<file path="config.mk">
export PLATFORM = sky130hd
export DESIGN_NAME = spatz_vrf_reader
export DESIGN_NICKNAME = d
export VERILOG_FILES = /design/src/rtl/spatz_vrf_reader.sv
export SDC_FILE = /design/constraint.sdc
export NUM_CORES = 1
export LEC_CHECK = 0
export BUFFER_PORTS_ARGS = -buffer_cell sky130_fd_sc_hd__buf_2
export CELL_PAD_IN_SITES_DETAIL_PLACEMENT = 0
export CELL_PAD_IN_SITES_GLOBAL_PLACEMENT = 1
export CORE_AREA = 2 2 120 122
export DETAILED_ROUTE_END_ITERATION = 16
export DIE_AREA = 0 0 122 124
export PLACE_DENSITY_LB_ADDON = 0.1
export RECOVER_POWER = 25
export SLEW_MARGIN = 20
export SYNTH_ARGS = -nofsm -noshare
export SYNTH_HDL_FRONTEND = slang
export SYNTH_SLANG_ARGS = --single-unit
</file>
<file path="constraint.sdc">
create_clock -name clk_i -period 10.1 [get_ports clk_i]
set_input_delay 1.515 -clock clk_i [delete_from_list [all_inputs] [get_ports clk_i]]
set_output_delay 1.515 -clock clk_i [all_outputs]
set_load 0.01 [all_outputs]
</file>
<file path="src/rtl/spatz_vrf_reader.sv">
// rtl/spatz_vrf_reader.sv - VRF read-port client streaming elements through a small output FIFO
module spatz_vrf_reader #(
    parameter int NR_REGS       = 32,
    parameter int ELEMS_PER_REG = 4,
    parameter int ELEM_WIDTH    = 64,
    parameter int FIFO_DEPTH    = 2,
    localparam int VADDR_WIDTH  = $clog2(NR_REGS * ELEMS_PER_REG),
    localparam int VL_WIDTH     = VADDR_WIDTH + 1,
    localparam int VS_WIDTH     = $clog2(NR_REGS)
) (
    input  logic                   clk_i,
    input  logic                   rst_i,
    input  logic                   req_valid_i,
    output logic                   req_ready_o,
    input  logic [VS_WIDTH-1:0]    req_vs_i,
    input  logic [VL_WIDTH-1:0]    req_vl_i,
    output logic [VADDR_WIDTH-1:0] vrf_raddr_o,
    output logic                   vrf_re_o,
    input  logic [ELEM_WIDTH-1:0]  vrf_rdata_i,
    input  logic                   vrf_rvalid_i,
    output logic                   data_valid_o,
    input  logic                   data_ready_i,
    output logic [ELEM_WIDTH-1:0]  data_o,
    output logic                   data_last_o,
    output logic                   busy_o
);

    localparam int NR_ELEMS  = NR_REGS * ELEMS_PER_REG;
    localparam int PTR_WIDTH = (FIFO_DEPTH > 1) ? $clog2(FIFO_DEPTH) : 1;
    localparam int CNT_WIDTH = $clog2(FIFO_DEPTH + 1);

    typedef enum logic [1:0] {
        IDLE  = 2'd0,
        READ  = 2'd1,
        DRAIN = 2'd2
    } state_e;

    state_e                 state_q, state_d;
    logic [VADDR_WIDTH-1:0] addr_q, addr_d;
    logic [VL_WIDTH-1:0]    rem_q, rem_d;

    logic [ELEM_WIDTH-1:0]  fifo_data_q [FIFO_DEPTH];
    logic                   fifo_last_q [FIFO_DEPTH];
    logic [PTR_WIDTH-1:0]   rd_ptr_q, wr_ptr_q;
    logic [CNT_WIDTH-1:0]   cnt_q;
    logic                   fifo_empty, fifo_full, push, pop;

    assign fifo_empty   = (cnt_q == '0);
    assign fifo_full    = (cnt_q == CNT_WIDTH'(FIFO_DEPTH));
    assign data_valid_o = !fifo_empty;
    assign pop          = data_valid_o && data_ready_i;
    assign data_o       = fifo_empty ? '0 : fifo_data_q[rd_ptr_q];
    assign data_last_o  = fifo_empty ? 1'b0 : fifo_last_q[rd_ptr_q];
    assign vrf_raddr_o  = (state_q == READ) ? addr_q : '0;
    assign busy_o       = (state_q != IDLE);

    always_comb begin
        state_d     = state_q;
        addr_d      = addr_q;
        rem_d       = rem_q;
        req_ready_o = 1'b0;
        vrf_re_o    = 1'b0;
        push        = 1'b0;
        case (state_q)
            IDLE: begin
                req_ready_o = 1'b1;
                if (req_valid_i) begin
                    addr_d = VADDR_WIDTH'(req_vs_i) * VADDR_WIDTH'(ELEMS_PER_REG);
                    rem_d  = req_vl_i;
                    if (req_vl_i != '0) state_d = READ;
                end
            end
            READ: begin
                // Occupancy is the registered count; a same-cycle pop does not open a slot.
                vrf_re_o = !fifo_full;
                if (vrf_re_o && vrf_rvalid_i) begin
                    push   = 1'b1;
                    addr_d = (addr_q == VADDR_WIDTH'(NR_ELEMS - 1)) ? '0
                                                                    : addr_q + VADDR_WIDTH'(1);
                    rem_d  = rem_q - VL_WIDTH'(1);
                    if (rem_q == VL_WIDTH'(1)) state_d = DRAIN;
                end
            end
            DRAIN: begin
                if (fifo_empty || (cnt_q == CNT_WIDTH'(1) && pop)) state_d = IDLE;
            end
            default: state_d = IDLE;
        endcase
    end

    always_ff @(posedge clk_i or posedge rst_i) begin
        if (rst_i) begin
            state_q <= IDLE;
            addr_q  <= '0;
            rem_q   <= '0;
        end else begin
            state_q <= state_d;
            addr_q  <= addr_d;
            rem_q   <= rem_d;
        end
    end

    always_ff @(posedge clk_i or posedge rst_i) begin
        if (rst_i) begin
            rd_ptr_q <= '0;
            wr_ptr_q <= '0;
            cnt_q    <= '0;
        end else begin
            if (push)
                wr_ptr_q <= (wr_ptr_q == PTR_WIDTH'(FIFO_DEPTH - 1)) ? '0
                                                                     : wr_ptr_q + PTR_WIDTH'(1);
            if (pop)
                rd_ptr_q <= (rd_ptr_q == PTR_WIDTH'(FIFO_DEPTH - 1)) ? '0
                                                                     : rd_ptr_q + PTR_WIDTH'(1);
            if (push && !pop)
                cnt_q <= cnt_q + CNT_WIDTH'(1);
            else if (pop && !push)
                cnt_q <= cnt_q - CNT_WIDTH'(1);
        end
    end

    // Storage needs no reset: the count gates everything visible.
    always_ff @(posedge clk_i) begin
        if (push) begin
            fifo_data_q[wr_ptr_q] <= vrf_rdata_i;
            fifo_last_q[wr_ptr_q] <= (rem_q == VL_WIDTH'(1));
        end
    end

endmodule

</file>
**Yosys cells after proc, flatten, opt, wreduce, memory -nomap -nowiden**

Memory sizes are Yosys's and may differ from the RTL's.
Cells that the tools add are included.

- Input bits: 82
- Memories: 2
- Flip-flop bits (word level): 21
- Memory bits (writable): 130
- Word-level logic and storage cells: 69
- Output and inout port bits: 76

Memories:

| name | depth | width | read ports | clocked after Yosys merged registers in | write ports | RTL line | RTL |
|---|---|---|---|---|---|---|---|
| fifo_data_q | 2 | 64 | 1 | 0 | 1 | 42 | `logic [ELEM_WIDTH-1:0] fifo_data_q [FIFO_DEPTH];` |
| fifo_last_q | 2 | 1 | 1 | 0 | 1 | 43 | `logic fifo_last_q [FIFO_DEPTH];` |

- Add/sub/neg operators: 6
- Reduce and logical (&&, ||, !) cells: 18
- Mux-type cells: 26
- Equality and inequality tests: 11

Operator list:

| kind | number |
|---|---|
| 2-to-1 mux 64 bit | 1 |
| 2-to-1 mux 7 bit | 4 |
| 2-to-1 mux 8 bit | 2 |
| one-hot mux 8 bit (2 select lines) | 1 |
| 2-to-1 mux 2 bit | 7 |
| one-hot mux 7 bit (2 select lines) | 1 |
| 2-to-1 mux 1 bit | 9 |
| == test 8 x 1 -> 1 bit (second input constant) | 1 |
| nonzero test 8 bit | 1 |
| subtractor 8 x 1 -> 8 bit (second input constant) | 1 |
| adder 7 x 1 -> 7 bit (second input constant) | 1 |
| == test 7 bit (second input constant) | 1 |
| inequality test 2 bit (second input constant) | 3 |
| one-hot mux 2 bit (3 select lines) | 1 |
| nonzero test 2 bit | 3 |
| logical AND 1 bit | 5 |
| AND reduction 5 bit | 1 |
| == test 2 x 1 -> 1 bit (second input constant) | 2 |
| == test 2 bit (second input constant) | 2 |
| zero test 1 bit | 4 |
| zero test 2 bit | 2 |
| inequality test 2 x 1 -> 1 bit (second input constant) | 2 |
| AND reduction 3 bit | 1 |
| adder 1 bit (second input constant) | 2 |
| other kinds (3) | 3 |

**Logic depth before layout (Yosys ltp)**

- Word-level depth: 9
- Mapped depth: 7
- Depth with buffers taken out: 7

**Worst setup path after synthesis**

Ideal clock, no wire load.

- Kind: input-to-reg
- From: input port vrf_rvalid_i
- To: memory fifo_data_q[0][0], enable pin
- Path slack: 4678 ps
- Stages on the path: 3
- Data arrival time: 4926 ps
- Setup time: 496 ps
- Path through: nor4bb_1 > clkbuf_1 > nor2b_1

- Cells in the longest elaborated chain, start to end: 5

Ends and longest elaborated chain:

| element | RTL line | RTL |
|---|---|---|
| start, declared | 20 | `input logic vrf_rvalid_i,` |
| logical AND 1 bit | 76 | `if (vrf_re_o && vrf_rvalid_i) begin` |
| 2-to-1 mux 1 bit | 76 |  |
| 2-to-1 mux 1 bit | 64 | `case (state_q)` |
| named net push | 46 | `logic fifo_empty, fifo_full, push, pop;` |
| 2-to-1 mux 1 bit | 124 | `if (push) begin` |
| 2-to-1 mux 1 bit (not written as such) | 125 | `fifo_data_q[wr_ptr_q] <= vrf_rdata_i;` |
| end, declared | 42 |  |

The timed path passes the listed nets, and every way through them passes these cells.

**Worst setup path in the final report**

- From: register cnt_q[0]
- To: output port data_o[16]

- Cells in the longest elaborated chain, start to end: 2

Ends and longest elaborated chain:

| element | RTL line | RTL |
|---|---|---|
| start, declared | 45 | `logic [CNT_WIDTH-1:0] cnt_q;` |
| start signal, assigned | 116 | `cnt_q <= cnt_q + CNT_WIDTH'(1);` |
| start signal, assigned | 118 | `cnt_q <= cnt_q - CNT_WIDTH'(1);` |
| zero test 2 bit | 48 | `assign fifo_empty = (cnt_q == '0);` |
| 2-to-1 mux 64 bit | 52 | `assign data_o = fifo_empty ? '0 : fifo_data_q[rd_ptr_q];` |
| end, declared | 23 | `output logic [ELEM_WIDTH-1:0] data_o,` |

No other way between the ends.

==> results.md <==
- Psw: 0.7874 mW
- Reg area: 4433 µm²
- CTS max path bufs: 2
- Final period util: 0.3763
- Routed vias: 3905
- Clock power share: 0.261
- Antenna violations before repair: 0
- Top-count cell post-synth: edfxtp_1
- Critical Path RT: 8.59 ns
- HP Start: addr_q[5]$_DFFE_PP0P_
- Distinct cells, synth: 49
- Hold Crit Depth: 1
- Post_cts resized: 0
- Ys async rst share: 0.1391
- Fin crit period: 3.801 ns
- Vias in the first global route: 3665
- Slew @ Worst Pin: 0.9049 ns
- Slew Limit Headroom: 0.3967
- CTS tree: done
- Io pins: 158
- Clk slew on worst S/H paths: 0.06 ns
- Average wire per standard cell: 15.88 µm
- CP startpoint kind: register
- Crit-path slowest cell: ha_2
- Critical path buffers and inverters: 3
- Core ar.: 13720 µm²
- Sequential share of the synthesized area: 0.7081
- Nets@finish: 678
- Largest net degree at the start of global routing: 67
- Finish-stage setup viols: 0
- Worst Path Arrival: 2.29 ns
- DIE AREA: 15130 µm²
- Max cap viols: 0
- Worst Reg-to-Reg Cells: 3
- Layout Skew: 0.008826 ns
- Vias/cell: 4.994
- Syn-to-layout area delta: 23.88%
- Final GP Congestion: 0.7379
- CTS root buf: clkbuf_16
- # DRC: 0
- Yosys warns: 0
- Comb power frac: 0.329
- 1st-pass router iterations: 4
- Reg power frac: 0.409
- TNS Setup: 0 ns
- VDD IR max: 0.1055 mV
- RR Endpoint: fifo_data_q[0][48]$_DFFE_PP_
- Antenna-violating nets left: 0
- Crit. End Element: output pin
- Setup Crit Path Kind: reg -> out
- Layout cell share with drive strength beyond 1: 0.2973
- Worst-Skew Late Latency: 0.42 ns
- Primary FF master, synth: edfxtp_1
- P per Cell Area: 303.9 nW/µm²
- Syn nets: 522
- Hold Fails Final Rpt: 0
- # fillers: 1174
- GRT Residual Overflow: 0
- Die span in y: 124 µm
- Drt initial violations: 163
- Num CTS Buffers: 17
- Crit path max-delay family: buffers and inverters
- CTS Sinks: 151
- # rows: 43
- Post-DP HPWL: 8015 µm
- Hold buffers post-CTS: 0
- Hold crit path type: reg -> reg
- Synth Instances: 433
- Postcts setup bufs: 0
- Status: complete, no violations
- First-pass GRT wire length: 18620 µm
- P_int: 1.567 mW
- Yosys reg bits: 151
- Hold path endpoint: addr_q[5]$_DFFE_PP0P_
- Synth area leader: edfxtp_1
- Port bufs: 157
- Largest cells by area after synthesis: edfxtp_1, mux2i_1, dfrtp_1
- Static Leakage: 3.206 nW
- Synth Area per Inst: 14.45 µm²
- Final core utilization: 0.5648
- Antenna cells: 0
- Switch share: 0.3344
- Final Max Slew Viols: 0
- Max Freq: 0.2631 GHz
- Area of the multi-input gates: 1673 µm²
- Total power: 2.355 mW
- GRT Total Usage: 0.1655
- Post-synth EDFFs: 130
- Floorplan die width: 122 µm
- Worst path cell trace: inv_1 -> ha_2 -> buf_4 -> nor2_1 -> buf_2
- Mapped cell area: 6255 µm²
- Peak fanout along the critical path: 40
- Initial Utilization: 0.4559
- Flop2flop setup slack: 7.09 ns
- RSZ-0062 raised after global routing: false
- CP peak stage delay: 0.55 ns
- Commonest cells in the synthesized netlist: edfxtp_1, nor2_1, mux2i_1, dfrtp_1, nand2_1
- WHS: 0.5216 ns
- Post-Route WL: 12420 µm
- Share of the synthesized area in the top cell type: 0.6241
- H-tree Lvls: 4
- Reg2reg start: state_q[0]$_DFFE_PP0P_
power by group through the flow:
stage	clock, mW	combinational, mW	sequential [mW]
final	0.615	0.775	0.964
after global routing	0.653	0.864	0.985
after CTS	0.626	0.765	0.995
after detailed placement	0	0.761	1.01
after global placement	0	0.754	1.00
after floorplan	0	0.547	0.929
placed cells by master, fill, tap and decap left out, types with 2 or more instances in the layout:
master,netlist,final
bufinv_16,0,3
a211oi_1,2,2
o211ai_1,2,2
xor2_1,2,2
a21oi_1,12,12
nor3_1,1,2
dfrtp_1,21,20
clkbuf_16,0,17
nand2b_1,4,4
buf_4,6,2
ha_1,7,6
clkinv_1,0,3
o21ai_0,8,8
and2_1,6,5
nand4_1,2,2
nor2_1,78,78
nand3_1,5,5
a32oi_1,2,2
nand2_1,13,13
mux2i_1,67,67
clkinvlp_4,0,2
xnor2_1,2,2
nor4_1,3,3
o21ai_1,3,3
inv_1,10,10
clkbuf_1,9,23
clkinv_2,0,5
buf_2,8,134
edfxtp_1,130,130
o22a_1,2,2
o22ai_1,4,4
layer usage:
layer  wire length, µm  share of wire  vias to the layer above  GRT usage
met4               252          0.020                        0    0.07399
met2              5885           0.47                      113     0.2605
met5                 0              0                        -          0
met3               687          0.055                       22    0.04304
li1                  -              -                     1898          -
met1              5597           0.45                     1872     0.2176
worst register-to-register path: cells and delay by family (launching register included):
family | cells | cell delay, ns
buffers and inverters | 1 | 0.66
and+or+nand+nor | 2 | 1.05
DFF | 1 | 0.84
kinds of logic (layout without fill, tap and decap cells):
kind of cell,Yosys count,count (layout),synth area share
AO/OA/AOI/OAI,45,45,0.04601
multiplexers,68,68,0.1090
flip-flops,151,151,0.7081
AND/OR/NAND/NOR,124,124,0.09162
adder cells (fa/ha/maj),7,7,0.01400
buffers and inverters,34,203,0.02560
XOR/XNOR,4,4,0.005602
registers in the layout (all words and copies together), names as in the netlist:
register / flops
cnt_q: 2
rem_q: 8
fifo_last_q: 2
rd_ptr_q: 1
wr_ptr_q: 1
fifo_data_q: 128
addr_q: 7
state_q: 2
cell type report:
class,count,area share
Clock inverter,15,0.02051
Sequential cell,151,0.5721
Inverter,11,0.005329
Timing Repair Buffer,160,0.1022
Tap cell,180,0.02907
Multi-Input combinational cell,248,0.2159
Clock buffer,17,0.05490
worst max-delay path by stage:
stage	start	endpoint	slack (ns)	cells after the start
detailed placement	vrf_rvalid_i	fifo_data_q[0][41]$_DFFE_PP_	6.03	4
CTS	cnt_q[0]$_DFFE_PP0P_	data_o[7]	6.22	5
finish	cnt_q[0]$_DFFE_PP0P_	data_o[16]	6.30	5
global route	state_q[0]$_DFFE_PP0P_	vrf_raddr_o[6]	6.11	3
global placement	vrf_rvalid_i	fifo_data_q[0][41]$_DFFE_PP_	6.16	4
floorplan	vrf_rvalid_i	fifo_data_q[0][0]$_DFFE_PP_	4.68	3
stage by stage:
stage | cell area (µm²) | setup slack [ns] | std cells
floorplan | 6255 | 4.678 | 433
global placement | 7178 | 6.159 | 749
detailed placement | 7178 | 6.027 | 749
CTS | 7762 | 6.217 | 781
global route | 7749 | 6.106 | 782
finish | 7749 | 6.299 | 782
(Power assumes the default switching activity.)
